$ cat src/rtl/i2c_slave_regport_if.sv
// Local register port of the I2C target: strobes, pointer address and data.
// slave = the I2C target side, master = the register file side.
interface i2c_slave_regport_if #(
  parameter int RAW = 4
);
  logic           wr_stb_o;
  logic           rd_stb_o;
  logic [RAW-1:0] reg_addr_o;
  logic [7:0]     wdata_o;
  logic [7:0]     rdata_i;

  modport slave (
    output wr_stb_o,
    output rd_stb_o,
    output reg_addr_o,
    output wdata_o,
    input  rdata_i
  );

  modport master (
    input  wr_stb_o,
    input  rd_stb_o,
    input  reg_addr_o,
    input  wdata_o,
    output rdata_i
  );
endinterface

$ cat src/rtl/i2c_slave_regport.sv
// I2C target at one fixed address, bridging bus bytes to a byte-wide
// register port through an auto-incrementing pointer; open-drain SDA.
module i2c_slave_regport #(
  parameter logic [6:0] SLAVE_ADDR     = 7'h50,
  parameter int         REG_ADDR_WIDTH = 4
) (
  input  logic clk,
  input  logic arst_i,
  input  logic scl_pad_i,
  input  logic sda_pad_i,
  output logic sda_pad_o,
  output logic sda_padoen_o,
  output logic busy_o,
  i2c_slave_regport_if.slave rp
);
  localparam int RAW = REG_ADDR_WIDTH;

  typedef enum logic [3:0] {
    IDLE, ADDR, ADDR_ACK, PTR, PTR_ACK,
    WDATA, WDATA_ACK, RDATA, RD_MACK, WAIT_STOP
  } state_t;

  state_t         state;
  logic [1:0]     scl_sync, sda_sync;
  logic           scl_d, sda_d;
  logic [3:0]     bit_cnt;
  logic [7:0]     shreg, wdata;
  logic [RAW-1:0] ptr;
  logic           rw, sda_oen, wr_stb, rd_stb, ld, busy;

  logic scl, sda, scl_rise, scl_fall;
  logic start_c, stop_c, last_bit;
  logic [7:0] byte_in;

  assign scl      = scl_sync[1];
  assign sda      = sda_sync[1];
  assign scl_rise = scl & ~scl_d;
  assign scl_fall = ~scl & scl_d;
  assign start_c  = scl & sda_d & ~sda;
  assign stop_c   = scl & ~sda_d & sda;
  assign byte_in  = {shreg[6:0], sda};
  assign last_bit = (bit_cnt == 4'd7);

  always_ff @(posedge clk or posedge arst_i) begin
    if (arst_i) begin
      scl_sync <= 2'b11;
      sda_sync <= 2'b11;
      scl_d    <= 1'b1;
      sda_d    <= 1'b1;
    end else begin
      scl_sync <= {scl_sync[0], scl_pad_i};
      sda_sync <= {sda_sync[0], sda_pad_i};
      scl_d    <= scl;
      sda_d    <= sda;
    end
  end

  always_ff @(posedge clk or posedge arst_i) begin
    if (arst_i) begin
      state   <= IDLE;
      bit_cnt <= '0;
      shreg   <= '0;
      wdata   <= '0;
      ptr     <= '0;
      rw      <= 1'b0;
      sda_oen <= 1'b1;
      wr_stb  <= 1'b0;
      rd_stb  <= 1'b0;
      ld      <= 1'b0;
      busy    <= 1'b0;
    end else begin
      wr_stb <= 1'b0;
      rd_stb <= 1'b0;
      ld     <= rd_stb;
      // read data arrives one clk after the request
      if (ld) shreg <= rp.rdata_i;
      if (wr_stb) ptr <= ptr + RAW'(1);
      if (start_c) begin
        state   <= ADDR;
        bit_cnt <= '0;
        sda_oen <= 1'b1;
      end else if (stop_c) begin
        state   <= IDLE;
        sda_oen <= 1'b1;
        busy    <= 1'b0;
      end else begin
        unique case (state)
          ADDR: if (scl_rise) begin
            shreg   <= byte_in;
            bit_cnt <= last_bit ? 4'd0 : bit_cnt + 4'd1;
            if (last_bit) begin
              if (byte_in[7:1] == SLAVE_ADDR) begin
                busy  <= 1'b1;
                rw    <= byte_in[0];
                state <= ADDR_ACK;
              end else begin
                busy  <= 1'b0;
                state <= WAIT_STOP;
              end
            end
          end
          // sda_oen doubles as the "ACK already driven" marker
          ADDR_ACK: begin
            if (scl_fall) begin
              if (sda_oen) begin
                sda_oen <= 1'b0;
              end else begin
                sda_oen <= 1'b1;
                state   <= PTR;
              end
            end else if (scl_rise && !sda_oen && rw) begin
              rd_stb  <= 1'b1;
              bit_cnt <= '0;
              state   <= RDATA;
            end
          end
          PTR: if (scl_rise) begin
            shreg   <= byte_in;
            bit_cnt <= last_bit ? 4'd0 : bit_cnt + 4'd1;
            if (last_bit) begin
              ptr   <= byte_in[RAW-1:0];
              state <= PTR_ACK;
            end
          end
          PTR_ACK, WDATA_ACK: if (scl_fall) begin
            if (sda_oen) begin
              sda_oen <= 1'b0;
            end else begin
              sda_oen <= 1'b1;
              state   <= WDATA;
            end
          end
          WDATA: if (scl_rise) begin
            shreg   <= byte_in;
            bit_cnt <= last_bit ? 4'd0 : bit_cnt + 4'd1;
            if (last_bit) begin
              wr_stb <= 1'b1;
              wdata  <= byte_in;
              state  <= WDATA_ACK;
            end
          end
          RDATA: if (scl_fall) begin
            if (bit_cnt == 4'd8) begin
              sda_oen <= 1'b1;
              ptr     <= ptr + RAW'(1);
              state   <= RD_MACK;
            end else begin
              sda_oen <= shreg[7];
              shreg   <= {shreg[6:0], 1'b0};
              bit_cnt <= bit_cnt + 4'd1;
            end
          end
          RD_MACK: if (scl_rise) begin
            if (!sda) begin
              rd_stb  <= 1'b1;
              bit_cnt <= '0;
              state   <= RDATA;
            end else begin
              state <= WAIT_STOP;
            end
          end
          default: ;
        endcase
      end
    end
  end

  assign sda_pad_o     = 1'b0;
  assign sda_padoen_o  = sda_oen;
  assign busy_o        = busy;
  assign rp.wr_stb_o   = wr_stb;
  assign rp.rd_stb_o   = rd_stb;
  assign rp.reg_addr_o = ptr;
  assign rp.wdata_o    = wdata;
endmodule

$ cat src/flat_wrapper.sv
// flat-port wrapper written by rule: the top's interface ports become plain ports
module i2c_slave_regport_flat 
#(
  parameter logic [6:0] SLAVE_ADDR     = 7'h50,
  parameter int         REG_ADDR_WIDTH = 4
)
  (clk, arst_i, scl_pad_i, sda_pad_i, sda_pad_o, sda_padoen_o, busy_o, rp_wr_stb_o, rp_rd_stb_o, rp_reg_addr_o, rp_wdata_o, rp_rdata_i);
  i2c_slave_regport_if #(.RAW(4)) rp_i ();
  input  logic clk;
  input  logic arst_i;
  input  logic scl_pad_i;
  input  logic sda_pad_i;
  output logic sda_pad_o;
  output logic sda_padoen_o;
  output logic busy_o;
  output wire logic [$bits(rp_i.wr_stb_o)-1:0] rp_wr_stb_o;
  output wire logic [$bits(rp_i.rd_stb_o)-1:0] rp_rd_stb_o;
  output wire logic [$bits(rp_i.reg_addr_o)-1:0] rp_reg_addr_o;
  output wire logic [$bits(rp_i.wdata_o)-1:0] rp_wdata_o;
  input wire logic [$bits(rp_i.rdata_i)-1:0] rp_rdata_i;
  assign rp_wr_stb_o = rp_i.wr_stb_o;
  assign rp_rd_stb_o = rp_i.rd_stb_o;
  assign rp_reg_addr_o = rp_i.reg_addr_o;
  assign rp_wdata_o = rp_i.wdata_o;
  assign rp_i.rdata_i = rp_rdata_i;
  i2c_slave_regport #(.SLAVE_ADDR(SLAVE_ADDR), .REG_ADDR_WIDTH(REG_ADDR_WIDTH)) u_core (.clk(clk), .arst_i(arst_i), .scl_pad_i(scl_pad_i), .sda_pad_i(sda_pad_i), .sda_pad_o(sda_pad_o), .sda_padoen_o(sda_padoen_o), .busy_o(busy_o), .rp(rp_i));
endmodule
$ cat config.mk
export PLATFORM = sky130hd
export DESIGN_NAME = i2c_slave_regport_flat
export DESIGN_NICKNAME = d
export VERILOG_FILES = /design/src/rtl/i2c_slave_regport_if.sv /design/src/rtl/i2c_slave_regport.sv /design/src/flat_wrapper.sv
export SDC_FILE = /design/constraint.sdc
export NUM_CORES = 1
export LEC_CHECK = 0
export BUFFER_PORTS_ARGS = -buffer_cell sky130_fd_sc_hd__buf_2
export CAP_MARGIN = 20
export CORE_MARGIN = 2
export CORE_UTILIZATION = 58
export CTS_CLUSTER_SIZE = 12
export DETAILED_ROUTE_END_ITERATION = 6
export PLACE_DENSITY_LB_ADDON = 0.2
export SYNTH_ARGS = -nofsm -noshare
export SYNTH_HDL_FRONTEND = slang
export SYNTH_SLANG_ARGS = --single-unit
$ cat constraint.sdc
create_clock -name clk -period 2.7 [get_ports clk]
set_input_delay 0.54 -clock clk [delete_from_list [all_inputs] [get_ports clk]]
set_output_delay 0.54 -clock clk [all_outputs]
set_load 0.05 [all_outputs]
---- Word-level counts from Yosys, hierarchy flattened ----
Cells that the tools add are included.
storage, ports and cells
  register bits ........................... 40
  bits in latches ......................... 0
  RAM bits ................................ 0
  bits in read-only memories .............. 0
  output and inout bits ................... 17
  memories kept ........................... 0
operators by class
  add/sub/neg operators ................... 2
  multiply operators ...................... 0
  divide/modulo/power cells ............... 0
  order comparisons ....................... 0
  equal/unequal tests ..................... 33
  shift operators ......................... 0
  multiplexer cells ....................... 69
  bitwise operators ....................... 12
  reduce and logical (&&, ||, !) cells .... 18
operator list
  cell                                                                    number
  4-bit two-way mux                                                       35
  8-bit two-way mux                                                       6
  4-bit by 1-bit != test with 1-bit output (second input constant)        11
  4-bit case mux with 7 select lines                                      1
  1-bit two-way mux                                                       22
  4-bit by 3-bit equality test with 1-bit output (second input constant)  5
  4-bit case mux with 4 select lines                                      1
  8-bit case mux with 2 select lines                                      1
  14-bit AND reduction                                                    1
  3-bit by 1-bit != test with 1-bit output (second input constant)        4
  9-bit AND reduction                                                     1
  9-bit nonzero test                                                      1
  4-bit by 1-bit adder with 4-bit output (second input constant)          2
  4-bit by 2-bit equality test with 1-bit output (second input constant)  2
  4-bit equality test (second input constant)                             2
  4-bit case mux with 2 select lines                                      1
  7-bit equality test (second input constant)                             1
  1-bit bitwise AND                                                       6
  3-bit != test (second input constant)                                   2
  1-bit inverter                                                          6
  6-bit AND reduction                                                     1
  2-bit nonzero test                                                      3
  3-bit OR reduction                                                      2
  5-bit by 1-bit != test with 1-bit output (second input constant)        1
  other kinds (14)                                                        16

---- Depth between registers and ports, before layout ----
Gate-level depths: netlist of run 1.
  depth after elaboration ................. 9
  depth in mapped cells ................... 8
  mapped depth without buffers ............ 8

---- Worst setup path before layout of run 1 ----
OpenSTA, ideal clock, no wires.
  path kind ............................... reg2reg
  from .................................... reg u_core.sda_oen (netlist: u_core.sda_padoen_o)
  to ...................................... reg u_core.bit_cnt[0]
  arrival time ............................ 2.124 ns
  required time ........................... 2.573 ns
  path slack .............................. 0.449 ns
  cell stages (with the launch flop) ...... 7
  buffers on the path ..................... 0
  clock period less this slack ............ 2.251 ns
  path through ............................ dfstp_2 -> nand4bb_1 -> nor3_1 -> or4_4 -> a32oi_2 -> or2_4 -> mux2_1
between the ends
  cells in the longest elaborated chain, start to end .. 5
ends and longest elaborated chain
  what                                                line                      text
  from (decl)                                         i2c_slave_regport.sv:29   logic rw, sda_oen, wr_stb, rd_stb, ld, busy;
  from (signal assigned)                              i2c_slave_regport.sv:148  sda_oen <= shreg[7];
  1-bit logical NOT                                   i2c_slave_regport.sv:111  end else if (scl_rise && !sda_oen && rw) begin
  1-bit logical AND (2 in series)                     i2c_slave_regport.sv:111
  3-bit by 1-bit != test with 1-bit output (no line)  -
  9-bit AND reduction (no line)                       -
  to (signal assigned)                                i2c_slave_regport.sv:119  bit_cnt <= last_bit ? 4'd0 : bit_cnt + 4'd1;
  to (signal assigned)                                i2c_slave_regport.sv:135  bit_cnt <= last_bit ? 4'd0 : bit_cnt + 4'd1;
  to (signal assigned)                                i2c_slave_regport.sv:150  bit_cnt <= bit_cnt + 4'd1;
  to (decl)                                           i2c_slave_regport.sv:26   logic [3:0] bit_cnt;
No other way between the ends.
A chain may end at the register's enable or synchronous reset.

---- Worst setup path after layout of run 1 ----
  from .................................... reg u_core.bit_cnt[0]
  to ...................................... reg u_core.bit_cnt[0]
between the ends
  cells in the longest elaborated chain, start to end .. 6
  elaborated cells on any way between the ends .. 12
  those cells by class .................... add/sub: 1; eq/ne: 3; mux: 7; reduce/logical: 1
ends and longest elaborated chain
  what                                                                                                             line                      text
  from (signal assigned)                                                                                           i2c_slave_regport.sv:90   bit_cnt <= last_bit ? 4'd0 : bit_cnt + 4'd1;
  from (signal assigned)                                                                                           i2c_slave_regport.sv:119
  from (signal assigned)                                                                                           i2c_slave_regport.sv:135
  4-bit by 1-bit adder with 4-bit output / 4-bit by 3-bit equality test with 1-bit output (equally long branches)  -
  4-bit two-way mux, on equally long branches (2 in series)                                                        -
  4-bit case mux with 4 select lines                                                                               i2c_slave_regport.sv:87   unique case (state)
  4-bit two-way mux                                                                                                i2c_slave_regport.sv:82   end else if (stop_c) begin
  4-bit two-way mux                                                                                                i2c_slave_regport.sv:78   if (start_c) begin
Several ways; a longest one is shown, not always the timed one. The select of a mux whose other input is x is not followed.

==> results.sh, run 1 <==
export IMPL_power_leakage_nw=1.18
export IMPL_max_slew_margin=0.383
export IMPL_worst_setup_path_end_kind="flop"
export IMPL_core_area_sq_um=4000
export IMPL_setup_worst_path_start="u_core.bit_cnt[0]$_DFFE_PP0P_"
export IMPL_tritoncts="done"
export IMPL_clockBufferDepth=2
export IMPL_clk_pin_slew_worst_paths_ns=0.07
export IMPL_grt_first_pass_wirelength_um=8860
export IMPL_drtIter0Drc=147
export IMPL_io_pins=29
export IMPL_fmax_ghz=0.415
export IMPL_drc=0
export IMPL_syn_area_per_cell_sq_um=9.57
export IMPL_initial_utilization=0.606
export IMPL_cts_sink_count=40
export IMPL_fin_cells=331
export IMPL_synthTopCellsByArea="dfrtp_1 34%, dfstp_2 7.6%, mux2i_1 5.4%"
export IMPL_timing_final_max_slew_violations=0
export IMPL_io_buffer_count=27
export IMPL_worstHoldPathType="in -> reg"
export IMPL_slowest_stage="or4_4"
export IMPL_setup_viol=0
export IMPL_nets=295
export IMPL_clock_latency_ns=0.29
export IMPL_r2r_start="u_core.bit_cnt[0]$_DFFE_PP0P_"
export IMPL_critical_path_class="reg -> reg"
export IMPL_reg2reg_depth=8
export IMPL_dr_pass1_iters=4
export IMPL_worstPathArrival_ns=2.58
export IMPL_final_hold_viol_count=0
export IMPL_root_buffer="clkbuf_8"
export IMPL_num_antenna_cells=0
export IMPL_fillers=320
export IMPL_htree_levels=2
export IMPL_syn_nets=268
export IMPL_finClkSkew_ns=0.00627
export IMPL_max_stage_delay_ns=0.55
export IMPL_die_y_um=68.6
export IMPL_cts_buffers=5
export IMPL_grt_usage=0.253
export IMPL_ff2ff_setup_slack_ns=0.29
export IMPL_cts_hold_buf=0
export IMPL_path_depth=8
export IMPL_synth_seq_cells=40
export IMPL_synth_edff_count=0
export IMPL_rsz0062_at_grt="no"
export IMPL_worst_slew_pin_slew_ns=0.920
export IMPL_synth_cell_type_count=61
export IMPL_synthToLayoutAreaGrowth_pct=10.7
export IMPL_dp_cells=323
export IMPL_ir_drop_mv=0.476
export IMPL_seq_area_frac_synth=0.417
export IMPL_wl_um=5340
export IMPL_critPathRequiredTime_ns=2.88
export IMPL_critPathTopFamily="simple AND/OR/NAND/NOR gates"
export IMPL_drt_vias_per_instance=6.07
export IMPL_yosysTopAreaCell="dfrtp_1"
export IMPL_worstPathMaxFanout=5
export IMPL_grt_max_degree=41
export IMPL_synthFlopType="dfrtp_1"
export IMPL_synth_most_common_cell="dfrtp_1"
export IMPL_fin_util=0.671
export IMPL_synthTopCellsByCount="33 x dfrtp_1, 23 x nor2_1, 16 x o21ai_0"
export IMPL_async_reset_ff_frac=1.00
export IMPL_ant_nets=0
export IMPL_fin_hold_ws_ns=0.348
export IMPL_status="finished clean"
export IMPL_worstReg2RegEnd="u_core.bit_cnt[0]$_DFFE_PP0P_"
export IMPL_grt_pass1_vias=1904
export IMPL_post_cts_buffers=0
export IMPL_fin_tns_setup_ns=0
export IMPL_critPathLaunchType="flop"
export IMPL_yosysWarnings=0
export IMPL_synth_top_area_frac=0.341
export IMPL_cp_num_buf_inv=1
export IMPL_multi_input_area_sq_um=1300
export IMPL_gr_total_overflow=0
export IMPL_power_total_mw=2.26
export IMPL_antenna_found_initial=0
export IMPL_wire_per_inst_um=16.1
export IMPL_die_w_um=68.6
export IMPL_powerDensity_nw_per_um2=844
export IMPL_min_period_ns=2.41
export IMPL_dp_hpwl_um=3800
export IMPL_synthCells=253
export IMPL_crit_end="u_core.bit_cnt[0]$_DFFE_PP0P_"
export IMPL_netlist_area_sq_um=2420
export IMPL_cts_resized=0
export IMPL_fin_crit_sh=0.892
export IMPL_register_area_sq_um=1010
export IMPL_maxCapViolCount=0
export IMPL_crit_chain="inv_1, ha_1, and3b_2, a21oi_2, or4_4, a32oi_2, or2_4, mux2_1"
export IMPL_rows=23
export IMPL_gp_congestion=0.968
export IMPL_vias=2008
export IMPL_drive_gt1_frac=0.238
export IMPL_die_area_sq_um=4710
cell type report:
type                       count  area share
clock buffer                   7      0.0285
multi-input combinational    190       0.486
clock inverter                 1     0.00326
tap                           50      0.0233
sequential                    40       0.376
inverter                       9      0.0126
timing repair buffer          34      0.0700
kinds of logic after synthesis:
kind of cell             Yosys count  synth area share
AO/OA/AOI/OAI                     59             0.161
other                              1           0.00155
AND/OR/NAND/NOR                   94             0.222
flip-flops                        40             0.417
adder cells (fa/ha/maj)            4            0.0196
multiplexers                      25             0.110
buffers and inverters             23            0.0449
XOR/XNOR                           7            0.0253
worst min path at each step:
| stage | end | depth (start not counted) | from | slack (ns) |
|---|---|---|---|---|
| floorplan | u_core.scl_sync[1]$_DFF_PP1_ | 0 | u_core.scl_sync[0]$_DFF_PP1_ | 0.35 |
| global placement | u_core.scl_sync[1]$_DFF_PP1_ | 0 | u_core.scl_sync[0]$_DFF_PP1_ | 0.35 |
| detailed placement | u_core.scl_sync[1]$_DFF_PP1_ | 0 | u_core.scl_sync[0]$_DFF_PP1_ | 0.35 |
| CTS | u_core.sda_sync[0]$_DFF_PP1_ | 1 | sda_pad_i | 0.34 |
| global route | u_core.sda_sync[0]$_DFF_PP1_ | 1 | sda_pad_i | 0.33 |
| finish | u_core.sda_sync[0]$_DFF_PP1_ | 1 | sda_pad_i | 0.35 |
layer usage:
metal | share of wire | wire length (um) | up-vias | global-route usage
li1 | - | - | 973 | -
met1 | 0.46 | 2480 | 958 | 0.346
met2 | 0.46 | 2470 | 66 | 0.399
met3 | 0.058 | 307 | 11 | 0.0536
met4 | 0.015 | 82 | 0 | 0.0825
met5 | 0 | 0 | - | 0
placed cells by master (no fill, tap or decap), types with 3 or more instances in the layout:
cell and n:
dfrtp_1 33, buf_2 27, nor2_1 23, o21ai_0 16, a21oi_1 14, nand2_1 13
mux2i_1 13, mux2_2 11, nand3_1 9, nor3_1 9, inv_1 9, nand2b_1 7
buf_4 7, dfstp_2 7, nor2b_1 6, clkbuf_8 5, nand3b_1 4, xnor2_1 4
xor2_1 3, and2_1 3, o31ai_1 3, a31oi_1 3, ha_1 3
flip-flops by register name (all words and copies together) (netlist names):
register / flops
u_core.scl_d: 1
u_core.sda_padoen_o: 1
u_core.rp.wdata_o: 8
u_core.rw: 1
u_core.busy_o: 1
u_core.scl_sync: 2
u_core.shreg: 8
u_core.ld: 1
u_core.sda_d: 1
u_core.bit_cnt: 4
u_core.rp.rd_stb_o: 1
u_core.rp.wr_stb_o: 1
u_core.rp.reg_addr_o: 4
u_core.state: 4
u_core.sda_sync: 2
worst reg2reg max path: cells and delay by family, from the launching register on:
kind            cells  cell delay (ns)
flops               1             0.43
mux                 1             0.32
fa+ha+maj           1             0.16
buf+inv             1             0.07
simple gates        3             1.00
compound gates      2             0.33
where the power goes:
| part | switching [mW] | leakage [nW] | internal (mW) |
|---|---|---|---|
| clock | 0.201 | 0.0424 | 0.184 |
| combinational | 0.572 | 0.645 | 0.427 |
| sequential | 0.164 | 0.495 | 0.715 |
per-stage QoR:
step	area (sq um)	setup slack, ns
after CTS	2680	0.288
after detailed placement	2600	0.304
after floorplan	2420	0.449
after global placement	2600	0.348
after global routing	2680	0.143
final	2680	0.292
Note: power is estimated with default switching activity, not from simulation.
==> run 2: changes to the inputs <==
--- a/config.mk
+++ b/config.mk
@@ -8,7 +8,7 @@
 export BUFFER_PORTS_ARGS = -buffer_cell sky130_fd_sc_hd__buf_2
 export CAP_MARGIN = 20
 export CORE_MARGIN = 2
-export CORE_UTILIZATION = 58
+export CORE_UTILIZATION = 62
 export CTS_CLUSTER_SIZE = 12
 export DETAILED_ROUTE_END_ITERATION = 6
 export PLACE_DENSITY_LB_ADDON = 0.2
==> constraint.sdc (replaced) <==
create_clock -name clk -period 3.12 [get_ports clk]
set_input_delay 0.624 -clock clk [delete_from_list [all_inputs] [get_ports clk]]
set_output_delay 0.624 -clock clk [all_outputs]
set_load 0.05 [all_outputs]
==> run 2 against run 1 <==
Against the previous run:
- utilization is 5.0 points higher
- via count is 3.0% higher
- first-iteration DRC count is 67% higher
- critical path depth is 2 lower
- die area is 6.1% lower
- worst hold slack better by 0.013 ns
- flip-flop and latch count stayed put
- design area is 0.14% lower
- critical path type unchanged
- critical endpoint unchanged
==> results.sh, run 2 (synthesis results as in run 1) <==
export IMPL_htree_levels=2
export IMPL_io_buffer_count=27
export IMPL_worst_setup_path_end_kind="flop"
export IMPL_cts_buffers=5
export IMPL_gp_congestion=0.993
export IMPL_fin_crit_sh=0.799
export IMPL_crit_chain="nand2b_1, nor3_1, or4_4, a32oi_2, or2_4, mux2_1"
export IMPL_register_area_sq_um=1010
export IMPL_tritoncts="done"
export IMPL_clockBufferDepth=2
export IMPL_max_stage_delay_ns=0.79
export IMPL_r2r_start="u_core.state[2]$_DFFE_PP0P_"
export IMPL_io_pins=29
export IMPL_grt_usage=0.277
export IMPL_whs_endpoint="u_core.sda_sync[1]$_DFF_PP1_"
export IMPL_die_y_um=66.5
export IMPL_cts_hold_buf=0
export IMPL_critPathRequiredTime_ns=3.31
export IMPL_cts_resized=0
export IMPL_worstReg2RegEnd="u_core.bit_cnt[0]$_DFFE_PP0P_"
export IMPL_min_from="u_core.sda_sync[0]$_DFF_PP1_"
export IMPL_antenna_found_initial=0
export IMPL_post_cts_buffers=0
export IMPL_p_int_mw=1.22
export IMPL_finClkSkew_ns=0.0115
export IMPL_worst_slew_pin_slew_ns=0.861
export IMPL_gr_total_overflow=0
export IMPL_vias=2069
export IMPL_die_w_um=66.5
export IMPL_min_period_ns=2.49
export IMPL_timing_final_max_slew_violations=0
export IMPL_dp_hpwl_um=3920
export IMPL_seqPwrFrac=0.392
export IMPL_grt_first_pass_wirelength_um=9360
export IMPL_synthToLayoutAreaGrowth_pct=10.6
export IMPL_initial_utilization=0.652
export IMPL_power_total_mw=2.07
export IMPL_final_cell_mix="33 x dfrtp_1, 27 x buf_2, 23 x nor2_1"
export IMPL_die_area_sq_um=4420
export IMPL_rows=22
export IMPL_root_buffer="clkbuf_8"
export IMPL_clockPowerShare=0.220
export IMPL_maxCapViolCount=0
export IMPL_fmax_ghz=0.401
export IMPL_reg2reg_depth=6
export IMPL_final_common_cell="dfrtp_1"
export IMPL_critical_path_class="reg -> reg"
export IMPL_core_area_sq_um=3720
export IMPL_drive_gt1_frac=0.232
export IMPL_grt_use_met3=0.0676
export IMPL_worstPathArrival_ns=2.69
export IMPL_clock_latency_ns=0.31
export IMPL_wl_um=5530
export IMPL_nets=290
export IMPL_fillers=294
export IMPL_final_hold_viol_count=0
export IMPL_slowest_stage="dfrtp_1"
export IMPL_max_slew_margin=0.422
export IMPL_dr_pass1_iters=5
export IMPL_power_frac_comb=0.388
export IMPL_clk_pin_slew_worst_paths_ns=0.09
export IMPL_grt_max_degree=24
export IMPL_min_path_cells=0
export IMPL_status="finished clean"
export IMPL_drc=0
export IMPL_setup_viol=0
export IMPL_ff2ff_setup_slack_ns=0.63
export IMPL_worstHoldPathType="reg -> reg"
export IMPL_ir_drop_mv=0.568
export IMPL_powerDensity_nw_per_um2=771
export IMPL_busiest_layer="met2"
export IMPL_cts_sink_count=40
export IMPL_num_antenna_cells=0
export IMPL_power_switching_mw=0.845
export IMPL_met1_usage=0.385
export IMPL_power_leakage_nw=1.18
export IMPL_rsz0062_at_grt="no"
export IMPL_worstPathMaxFanout=18
export IMPL_grt_pass1_vias=1953
export IMPL_critPathLaunchType="flop"
export IMPL_wire_per_inst_um=17.1
export IMPL_ant_nets=0
export IMPL_grtUsageMet2=0.433
export IMPL_p_sw_frac=0.409
export IMPL_multi_input_area_sq_um=1300
export IMPL_drtIter0Drc=245
export IMPL_drt_vias_per_instance=6.39
export IMPL_fin_tns_setup_ns=0
==> run 2: area by class of cell <==
class	instances	share of cell area
inverter	9	0.0126
tap	48	0.0224
timing repair buffer	29	0.0560
clock buffer	6	0.0308
clock inverter	2	0.0145
multi-input combinational	190	0.487
sequential	40	0.377
==> run 2: how the worst max path moves through the flow <==
stage / start / endpoint / slack [ns]
after global routing: u_core.state[1]$_DFFE_PP0P_ / u_core.state[0]$_DFFE_PP0P_ / 0.53
final: u_core.state[2]$_DFFE_PP0P_ / u_core.bit_cnt[0]$_DFFE_PP0P_ / 0.63
after floorplan: u_core.sda_padoen_o$_DFFE_PP1P_ / u_core.bit_cnt[0]$_DFFE_PP0P_ / 0.87
after detailed placement: u_core.state[2]$_DFFE_PP0P_ / u_core.bit_cnt[0]$_DFFE_PP0P_ / 0.71
after global placement: u_core.state[2]$_DFFE_PP0P_ / u_core.bit_cnt[0]$_DFFE_PP0P_ / 0.74
after CTS: u_core.sda_sync[1]$_DFF_PP1_ / u_core.rp.wdata_o[0]$_DFFE_PP0P_ / 0.70
==> run 2: critical path: cells and delay by family, from the launching register on <==
family / cells / cell delay (ns)
AOI/OAI and AO/OA: 1 / 0.24
DFF: 1 / 0.79
muxes: 1 / 0.32
and+or+nand+nor: 4 / 1.04
==> run 2: metrics by stage <==
| stage | utilization | std cells | setup slack, ns | hold WS [ns] | area [sq um] |
|---|---|---|---|---|---|
| floorplan | - | 253 | 0.869 | 0.345 | 2420 |
| global placement | 0.688 | 316 | 0.743 | 0.349 | 2560 |
| detailed placement | 0.688 | 316 | 0.705 | 0.349 | 2560 |
| CTS | 0.721 | 324 | 0.705 | 0.363 | 2680 |
| global route | 0.721 | 324 | 0.530 | 0.366 | 2680 |
| finish | 0.721 | 324 | 0.626 | 0.360 | 2680 |
==> run 2: routing by layer <==
metal | wire length, um | vias up
met4 | 49 | 0
li1 | - | 969
met3 | 372 | 6
met2 | 2660 | 93
met1 | 2450 | 1001
met5 | 0 | -
==> run 2: power by group through the flow <==
stage	Combinational (mW)	Sequential, mW	Clock (mW)
floorplan	0.712	0.723	0
global placement	0.768	0.808	0
detailed placement	0.777	0.809	0
CTS	0.789	0.800	0.458
global route	0.890	0.830	0.484
finish	0.801	0.810	0.455
==> run 3: changes to the inputs <==
--- a/config.mk
+++ b/config.mk
@@ -8,7 +8,7 @@
 export BUFFER_PORTS_ARGS = -buffer_cell sky130_fd_sc_hd__buf_2
 export CAP_MARGIN = 20
 export CORE_MARGIN = 2
-export CORE_UTILIZATION = 62
+export CORE_UTILIZATION = 52
 export CTS_CLUSTER_SIZE = 12
 export DETAILED_ROUTE_END_ITERATION = 6
 export PLACE_DENSITY_LB_ADDON = 0.2
==> constraint.sdc (replaced) <==
create_clock -name clk -period 2.2 [get_ports clk]
set_input_delay 0.44 -clock clk [delete_from_list [all_inputs] [get_ports clk]]
set_output_delay 0.44 -clock clk [all_outputs]
set_load 0.05 [all_outputs]
==> run 3 against run 2 <==
Against the previous run:
- sequential power rose by 35%
- clock skew fell by 0.00084 ns
- first-iteration DRC count fell by 51%
- fmax rose by 18%
- clock-buffer cell count did not move
- setup slack got worse by 0.54 ns
- power rose by 57%
- wire length rose by 6.2%
==> results.sh, run 3 (synthesis results as in run 1) <==
export IMPL_cts_sink_count=40
export IMPL_rows=24
export IMPL_grt_usage=0.254
export IMPL_worstPathArrival_ns=2.29
export IMPL_worst_slew_pin_slew_ns=0.506
export IMPL_nets=322
export IMPL_ff2ff_setup_slack_ns=0.09
export IMPL_io_pins=29
export IMPL_gp_congestion=1.01
export IMPL_ant_nets=0
export IMPL_cts_buffers=5
export IMPL_vias=2110
export IMPL_dpl_instance_area_sq_um=2820
export IMPL_min_path_cells=1
export IMPL_grt_first_pass_wirelength_um=10100
export IMPL_worst_setup_path_end_kind="flop"
export IMPL_clk_pin_slew_worst_paths_ns=0.08
export IMPL_timing_final_max_slew_violations=0
export IMPL_wire_per_inst_um=16.3
export IMPL_max_slew_margin=0.663
export IMPL_fmax_ghz=0.473
export IMPL_critPathLaunchType="flop"
export IMPL_die_w_um=72.3
export IMPL_gr_total_overflow=0
export IMPL_setup_worst_path_start="u_core.scl_sync[1]$_DFF_PP1_"
export IMPL_seqPwrFrac=0.335
export IMPL_io_buffer_count=27
export IMPL_wl_um=5870
export IMPL_rsz0062_at_grt="no"
export IMPL_power_frac_comb=0.471
export IMPL_worstPathMaxFanout=9
export IMPL_clockPowerShare=0.195
export IMPL_initial_utilization=0.549
export IMPL_final_area_sq_um=2980
export IMPL_min_period_ns=2.11
export IMPL_power_leakage_nw=1.36
export IMPL_htree_levels=2
export IMPL_grt_max_degree=41
export IMPL_setup_viol=0
export IMPL_dp_hpwl_um=4250
export IMPL_die_area_sq_um=5220
export IMPL_grt_pass1_vias=2087
export IMPL_status="finished clean"
export IMPL_drive_gt1_frac=0.341
export IMPL_whs_endpoint="u_core.scl_sync[0]$_DFF_PP1_"
export IMPL_drtIter0Drc=121
export IMPL_min_from="scl_pad_i"
export IMPL_p_sw_frac=0.385
export IMPL_root_buffer="clkbuf_8"
export IMPL_reg2reg_depth=7
export IMPL_fin_hold_ws_ns=0.241
export IMPL_synthToLayoutAreaGrowth_pct=23.0
export IMPL_tritoncts="done"
export IMPL_drc=0
export IMPL_worstHoldPathType="in -> reg"
export IMPL_ir_drop_mv=0.537
export IMPL_antenna_found_initial=0
export IMPL_dr_pass1_iters=4
export IMPL_p_int_mw=2.00
export IMPL_core_area_sq_um=4410
export IMPL_clockBufferDepth=2
export IMPL_final_hold_viol_count=0
export IMPL_die_y_um=72.3
export IMPL_drt_vias_per_instance=5.86
export IMPL_power_switching_mw=1.25
export IMPL_finClkSkew_ns=0.0107
export IMPL_final_cell_mix="34 x buf_4, 30 x dfrtp_1, 27 x buf_2"
export IMPL_maxCapViolCount=0
export IMPL_final_common_cell="buf_4"
export IMPL_critical_path_class="reg -> reg"
export IMPL_powerDensity_nw_per_um2=1090
export IMPL_critPathRequiredTime_ns=2.38
export IMPL_clock_latency_ns=0.30
export IMPL_fin_tns_setup_ns=0
export IMPL_worstReg2RegEnd="u_core.state[2]$_DFFE_PP0P_"
export IMPL_fin_crit_sh=0.961
export IMPL_r2r_start="u_core.scl_sync[1]$_DFF_PP1_"
export IMPL_num_antenna_cells=0
export IMPL_cts_hold_buf=0
run 3: cell count changes in the layout (fill, tap and decap cells not counted), sizes merged:
cell / change
buf: +32
run 3: stage by stage:
stage | cells | setup WS (ns) | util | power (mW)
2_1_floorplan | 253 | 0.00115 | - | 2.06
3_3_place_gp | 351 | 0.0866 | 0.639 | 2.52
3_5_place_dp | 351 | 0.0588 | 0.639 | 2.55
4_1_cts | 359 | 0.0363 | 0.666 | 3.19
5_1_grt | 360 | 0.0181 | 0.675 | 3.49
6_report | 360 | 0.0868 | 0.675 | 3.25
run 3: final cells by class:
class,instances,area (sq um)
inverters,9,33.8
fillers,362,1440
repair buffers,61,390
clock inverters,2,38.8
multi-input cells,190,1360
well taps,52,65.1
clock buffers,6,82.6
flip-flops and latches,40,1010
run 3: worst max path at each step:
stage               cells after the start                       endpoint  slack (ns)
floorplan                               6  u_core.bit_cnt[0]$_DFFE_PP0P_       0.001
global placement                        8  u_core.bit_cnt[0]$_DFFE_PP0P_        0.09
detailed placement                      8  u_core.bit_cnt[0]$_DFFE_PP0P_        0.06
CTS                                     8  u_core.bit_cnt[0]$_DFFE_PP0P_        0.04
global route                            8  u_core.bit_cnt[3]$_DFFE_PP0P_        0.02
finish                                  7    u_core.state[2]$_DFFE_PP0P_        0.09
run 3: routing by layer:
layer,share of wire,global-route usage
met1,0.46,0.354
met2,0.48,0.405
met5,0,0
met3,0.050,0.0417
met4,0.015,0.0818
run 3: timing repair:
item,4_1_cts,5_1_grt
endpoints found under the setup margin,0,4
gates resized for setup,0,7
buffers inserted,0,1
endpoints found under the hold margin,0,0
run 3: power groups by stage:
stage	Sequential, mW	Clock [mW]	Combinational [mW]
6_report	1.09	0.632	1.53
5_1_grt	1.11	0.676	1.70
4_1_cts	1.07	0.643	1.48
3_5_place_dp	1.09	0	1.47
3_3_place_gp	1.08	0	1.44
2_1_floorplan	1.03	0	1.03
run 3: critical path: stages (launching register included):
cell      delay (ns)
dfstp_2         0.42
buf_4           0.17
or4b_1          0.51
a22oi_1         0.17
o221ai_1        0.19
nor2_1          0.18
o22ai_1         0.11
a32o_1          0.25
